==> src/rtl/sum_bcd_display_if.sv <==
// Operand/handshake and display bundle shared by the reading stage and the BCD display block.
// The master drives the operands and Sum_ready; the slave drives the display and status lines.
interface sum_bcd_display_if;
  logic [9:0] Num1_value;
  logic [9:0] Num2_value;
  logic       Sum_ready;
  logic [6:0] Seg;
  logic [3:0] Anodo;
  logic       Busy;
  logic       Sum_valid;

  modport master (
    output Num1_value, Num2_value, Sum_ready,
    input  Seg, Anodo, Busy, Sum_valid
  );

  modport slave (
    input  Num1_value, Num2_value, Sum_ready,
    output Seg, Anodo, Busy, Sum_valid
  );
endinterface

==> src/rtl/sum_bcd_display.sv <==
// Adds two 10-bit operands, converts the sum to BCD with a one-bit-per-clock double-dabble,
// and drives a 4-digit multiplexed 7-segment display with leading-zero blanking.
module sum_bcd_display #(
  parameter int REFRESH_DIV    = 6750,
  parameter bit SEG_ACTIVE_LOW = 1'b1,
  parameter bit AN_ACTIVE_LOW  = 1'b1
) (
  input  logic              Clock,
  input  logic              Reset_n,
  sum_bcd_display_if.slave  bus
);

  localparam logic [1:0] ST_IDLE = 2'd0;
  localparam logic [1:0] ST_CONV = 2'd1;
  localparam logic [1:0] ST_DONE = 2'd2;

  localparam int         CW      = $clog2(REFRESH_DIV);
  localparam logic [CW-1:0] CNT_MAX = CW'(REFRESH_DIV - 1);
  localparam logic [6:0] SEG_INV = SEG_ACTIVE_LOW ? 7'h7F : 7'h00;
  localparam logic [3:0] AN_INV  = AN_ACTIVE_LOW  ? 4'hF  : 4'h0;

  logic [1:0]    state_reg;
  logic          ready_prev_reg;
  logic          pending_reg;
  logic [10:0]   bin_reg;
  logic [15:0]   bcd_reg;
  logic [3:0]    iter_reg;
  logic [15:0]   disp_reg;
  logic [CW-1:0] cnt_reg;
  logic [1:0]    idx_reg;
  logic [6:0]    seg_reg;
  logic [3:0]    an_reg;

  logic          start;
  logic          launch;
  logic [15:0]   bcd_adj;
  logic [15:0]   bcd_shift;
  logic [10:0]   bin_shift;
  logic [10:0]   sum;

  assign start  = bus.Sum_ready && !ready_prev_reg;
  assign launch = start || pending_reg;
  assign sum    = {1'b0, bus.Num1_value} + {1'b0, bus.Num2_value};

  // Add-3 correction on every nibble before the shift.
  generate
    for (genvar gi = 0; gi < 4; gi++) begin : g_adj
      assign bcd_adj[4*gi +: 4] = (bcd_reg[4*gi +: 4] >= 4'd5) ?
                                  bcd_reg[4*gi +: 4] + 4'd3 : bcd_reg[4*gi +: 4];
    end
  endgenerate

  assign bcd_shift = {bcd_adj[14:0], bin_reg[10]};
  assign bin_shift = {bin_reg[9:0], 1'b0};

  always_ff @(posedge Clock) begin
    if (!Reset_n) begin
      state_reg      <= ST_IDLE;
      ready_prev_reg <= 1'b0;
      pending_reg    <= 1'b0;
      bin_reg        <= '0;
      bcd_reg        <= '0;
      iter_reg       <= '0;
      disp_reg       <= '0;
    end else begin
      ready_prev_reg <= bus.Sum_ready;
      case (state_reg)
        ST_IDLE: begin
          if (launch) begin
            bin_reg     <= sum;
            bcd_reg     <= '0;
            iter_reg    <= '0;
            pending_reg <= 1'b0;
            state_reg   <= ST_CONV;
          end
        end
        ST_CONV: begin
          bin_reg <= bin_shift;
          bcd_reg <= bcd_shift;
          if (iter_reg == 4'd10) begin
            disp_reg  <= bcd_shift;
            state_reg <= ST_DONE;
          end else begin
            iter_reg <= iter_reg + 4'd1;
          end
        end
        ST_DONE: begin
          // An edge seen here is remembered and launched from the next IDLE cycle.
          if (start) pending_reg <= 1'b1;
          state_reg <= ST_IDLE;
        end
        default: state_reg <= ST_IDLE;
      endcase
    end
  end

  logic          wrap;
  logic [1:0]    idx_next;
  logic [3:0]    digit;
  logic [3:0]    blank;
  logic [6:0]    glyph;
  logic [6:0]    seg_next;
  logic [3:0]    an_next;

  assign wrap     = (cnt_reg == CNT_MAX);
  assign idx_next = wrap ? idx_reg + 2'd1 : idx_reg;
  assign digit    = disp_reg[4*idx_next +: 4];

  assign blank[3] = (disp_reg[15:12] == 4'd0);
  assign blank[2] = blank[3] && (disp_reg[11:8] == 4'd0);
  assign blank[1] = blank[2] && (disp_reg[7:4] == 4'd0);
  assign blank[0] = 1'b0;

  // Active-high glyphs, bit order {g,f,e,d,c,b,a}.
  always_comb begin
    glyph = 7'b0000000;
    case (digit)
      4'd0: glyph = 7'b0111111;
      4'd1: glyph = 7'b0000110;
      4'd2: glyph = 7'b1011011;
      4'd3: glyph = 7'b1001111;
      4'd4: glyph = 7'b1100110;
      4'd5: glyph = 7'b1101101;
      4'd6: glyph = 7'b1111101;
      4'd7: glyph = 7'b0000111;
      4'd8: glyph = 7'b1111111;
      4'd9: glyph = 7'b1101111;
      default: glyph = 7'b0000000;
    endcase
  end

  assign seg_next = (blank[idx_next] ? 7'b0000000 : glyph) ^ SEG_INV;
  assign an_next  = (4'b0001 << idx_next) ^ AN_INV;

  always_ff @(posedge Clock) begin
    if (!Reset_n) begin
      cnt_reg <= '0;
      idx_reg <= 2'd0;
      seg_reg <= 7'b0111111 ^ SEG_INV;
      an_reg  <= 4'b0001 ^ AN_INV;
    end else begin
      cnt_reg <= wrap ? '0 : cnt_reg + 1'b1;
      idx_reg <= idx_next;
      seg_reg <= seg_next;
      an_reg  <= an_next;
    end
  end

  assign bus.Seg       = seg_reg;
  assign bus.Anodo     = an_reg;
  assign bus.Busy      = (state_reg == ST_CONV);
  assign bus.Sum_valid = (state_reg == ST_DONE);

endmodule

==> src/flat_wrapper.sv <==
// flat-port wrapper written by rule: the top's interface ports become plain ports
module sum_bcd_display_flat 
#(
  parameter int REFRESH_DIV    = 6750,
  parameter bit SEG_ACTIVE_LOW = 1'b1,
  parameter bit AN_ACTIVE_LOW  = 1'b1
)
  (Clock, Reset_n, bus_Num1_value, bus_Num2_value, bus_Sum_ready, bus_Seg, bus_Anodo, bus_Busy, bus_Sum_valid);
  sum_bcd_display_if bus_i ();
  input  logic Clock;
  input  logic Reset_n;
  input wire logic [$bits(bus_i.Num1_value)-1:0] bus_Num1_value;
  input wire logic [$bits(bus_i.Num2_value)-1:0] bus_Num2_value;
  input wire logic [$bits(bus_i.Sum_ready)-1:0] bus_Sum_ready;
  output wire logic [$bits(bus_i.Seg)-1:0] bus_Seg;
  output wire logic [$bits(bus_i.Anodo)-1:0] bus_Anodo;
  output wire logic [$bits(bus_i.Busy)-1:0] bus_Busy;
  output wire logic [$bits(bus_i.Sum_valid)-1:0] bus_Sum_valid;
  assign bus_i.Num1_value = bus_Num1_value;
  assign bus_i.Num2_value = bus_Num2_value;
  assign bus_i.Sum_ready = bus_Sum_ready;
  assign bus_Seg = bus_i.Seg;
  assign bus_Anodo = bus_i.Anodo;
  assign bus_Busy = bus_i.Busy;
  assign bus_Sum_valid = bus_i.Sum_valid;
  sum_bcd_display #(.REFRESH_DIV(REFRESH_DIV), .SEG_ACTIVE_LOW(SEG_ACTIVE_LOW), .AN_ACTIVE_LOW(AN_ACTIVE_LOW)) u_core (.Clock(Clock), .Reset_n(Reset_n), .bus(bus_i));
endmodule
==> config.mk <==
export PLATFORM = sky130hd
export DESIGN_NAME = sum_bcd_display_flat
export DESIGN_NICKNAME = d
export VERILOG_FILES = /design/src/rtl/sum_bcd_display_if.sv /design/src/rtl/sum_bcd_display.sv /design/src/flat_wrapper.sv
export SDC_FILE = /design/constraint.sdc
export NUM_CORES = 1
export LEC_CHECK = 0
export BUFFER_PORTS_ARGS = -buffer_cell sky130_fd_sc_hd__buf_2
export CORE_AREA = 5 5 122 124
export CTS_CLUSTER_SIZE = 16
export DETAILED_ROUTE_END_ITERATION = 16
export DIE_AREA = 0 0 127 129
export PLACE_DENSITY = 0.42
export SLEW_MARGIN = 20
export SYNTH_ARGS = -nofsm -noshare
export SYNTH_HDL_FRONTEND = slang
export SYNTH_SLANG_ARGS = --single-unit
==> constraint.sdc <==
create_clock -name Clock -period 8.8 [get_ports Clock]
set_clock_uncertainty 0.2 [all_clocks]
set_input_delay 0 -clock Clock [delete_from_list [all_inputs] [get_ports Clock]]
set_output_delay 0 -clock Clock [all_outputs]
set_load 0.02 [all_outputs]
==> summary.md <==
| Metric | Value |
|---|---|
| CP Class | flip-flop to flip-flop |
| Cell area power density | 165 nW/um^2 |
| Ys async rst share | 0% |
| Cell variety after synth | 53 |
| Synth area leader | dfxtp_1 |
| Max Slew Vio Count | 0 |
| Crit path max fanout | 8 |
| RSZ-0062 raised after global routing | false |
| Clock-pin slew on the worst setup and hold paths | 0.06 ns |
| First-pass GRT wire length | 15.9 mm |
| Met3 Wirelength | 440 um |
| GR Overflow Total | 0 |
| Max VDD drop | 0.131 mV |
| CTS max path bufs | 2 |
| # IOs | 36 |
| Slew @ Worst Pin | 1.04 ns |
| Vias per inst | 4.90 |
| Placed inst area | 4390 um^2 |
| Rows | 43 |
| Final setup fails | 0 |
| Syn-to-layout area delta | 21.7% |
| CTS tree | built |
| Root Driver | clkbuf_16 |
| Fin area | 4890 um^2 |
| Commonest cells after routing, fill and taps aside | dfxtp_1, nor2_1, nand2_1, buf_2 |
| DR iter-0 viols | 220 |
| Post-synth top area share | 38.4% |
| CP startpoint kind | flip-flop |
| Setup TNS | 0 ns |
| H-tree lvl count | 3 |
| Yosys reg bits | 77 |
| Crit path capture type | flip-flop |
| Syn Area/Cell | 8.48 um^2 |
| Outcome | completed |
| GPL Wtd Cong | 0.752 |
| Routed via count | 3482 |
| Drt wl/cell | 13.3 um |
| Synth warnings | 0 |
| Synthesized net count | 525 |
| Hold slack | 0.0148 ns |
| Gate Count Post-Synth | 474 |
| Cell Area, Synth | 4020 um^2 |
| Initial Util | 29.4% |
| Core area | 13700 um^2 |
| P_leak | 1.91 nW |
| FF/Latch Area | 1540 um^2 |
| DRT Wirelength | 9.44 mm |
| Nets | 577 |
| Slew margin rel. | 30.8% |
| Period utilization | 39.7% |
| Fmax | 286 MHz |
| Drc violations | 0 |
| Worst Min Path Start | bus_Num1_value[3] |
| DRT met1 WL | 4.48 mm |
| Min Clock Period, post-route | 3.49 ns |
| Num CTS Buffers | 9 |
| Post-synth EDFFs | 0 |
| Sequential fraction of the synthesis area | 38.4% |
| Area contributors post-synth | dfxtp_1, ha_1, nor2_1, nand2_1, a21oi_1 |
| Max Cap Viol | 0 |
| Worst hold path type | primary input to flip-flop |
| Overall Global Routing Usage | 12.1% |
| Initial antenna violation count | 0 |
| Share of layout cells above drive strength 1 | 12.1% |
| Die W | 127 um |
| Remaining antenna violation count | 0 |
| Commonest non-fill, non-tap cell in the layout | dfxtp_1 |
| Worst Path Arrival | 3.57 ns |
| Die Ht | 129 um |
| Most used flip-flop cell after synthesis | dfxtp_1 |
| Die footprint | 16400 um^2 |
| WP data required | 8.88 ns |
| CTS Sinks | 77 |
| Top routing layer in use | met4 |
| Final Hold Fails | 0 |
| Reg2reg setup slack | 5.31 ns |
| Pin count of the biggest net entering global routing | 32 |
| CP Launch Point | u_core.cnt_reg[0]$_SDFF_PP0_ |
| DR pass1 iterations | 5 |
| Hpwl dp | 6.54 mm |
| Final core occ | 35.8% |
| Crit Reg-Reg Startpoint | u_core.cnt_reg[0]$_SDFF_PP0_ |
| Filler instances | 1449 |
| Met2 routed WL | 4.36 mm |
| Skew-Pair Late Insertion Delay | 0.34 ns |
| N_diodes | 0 |
| Multi-input logic area | 2320 um^2 |
| Port Buffers | 35 |
| Number of global-route vias before repair | 3339 |
[synthesized netlist by cell type, types with 2 or more instances]
cell type,number
nand4b_1,2
mux2_2,5
nand2_1,39
mux2i_1,7
clkbuf_1,18
a31oi_1,4
xnor2_1,12
o211ai_1,2
o21ai_0,21
nor3_1,21
a222oi_1,6
ha_1,27
a22oi_1,17
nand3_1,14
nand3b_1,3
nor2_1,57
a211oi_1,9
and3_1,6
nor3b_1,6
and2_1,3
o31ai_1,4
xor2_1,14
o22ai_1,3
dfxtp_1,77
a21o_1,4
nor4_1,4
nand4_1,2
inv_1,22
nand2b_1,14
a21oi_1,27
a221oi_1,2
[critical path: stages (launching register included)]
cell	delay, ns
dfxtp_1	0.42
ha_1	0.18
and4bb_1	0.21
and4_1	0.36
mux2_4	0.33
a222oi_1	0.80
inv_1	0.21
ha_1	0.26
a221oi_1	0.27
o311a_1	0.19
[what timing repair did]
item	4_1_cts	5_1_grt
endpoints found under the hold margin	16	0
gates resized for setup	0	0
setup buffers	0	0
hold buffers	21	0
[cell type report]
type / count / area share [%]
Inverter: 23 / 1.77
Tap cell: 180 / 4.60
Clock inverter: 3 / 0.947
Multi-Input combinational cell: 353 / 47.4
Clock buffer: 12 / 5.04
Timing Repair Buffer: 62 / 8.75
Sequential cell: 77 / 31.5
[metrics by stage]
stage	cells	total power [mW]	setup slack, ns
after CTS	710	0.826	5.34
after global placement	673	0.439	5.44
final	710	0.809	5.31
after global routing	710	0.852	5.05
after detailed placement	674	0.439	5.35
after floorplan	474	0.417	5.81
[report_power, final]
part	switching (mW)	internal, mW
Sequential	0.00636	0.357
Clock	0.143	0.226
Combinational	0.0423	0.0347
[cell families after synthesis]
logic type	after synthesis	synth area share [%]
adder cells (fa/ha/maj)	28	8.90
buffers and inverters	44	4.33
XOR/XNOR	26	5.67
AND/OR/NAND/NOR	179	21.7
multiplexers	14	3.80
flip-flops	77	38.4
AO/OA/AOI/OAI	106	17.3
[routing by layer]
metal	up-vias	global-route usage (%)
met4	0	4.54
met1	1610	15.2
met2	71	19.5
li1	1790	-
met5	-	0
met3	11	3.86
[worst paths after layout]
check	to	depth (start not counted)
max	u_core.bus.Seg[4]$_SDFF_PN0_	9
min	u_core.bin_reg[3]$_SDFFE_PN0P_	5
max reg2reg	u_core.bus.Seg[4]$_SDFF_PN0_	9
min reg2reg	u_core.disp_reg[1]$_SDFFE_PN0P_	2
(Power assumes the default switching activity.)
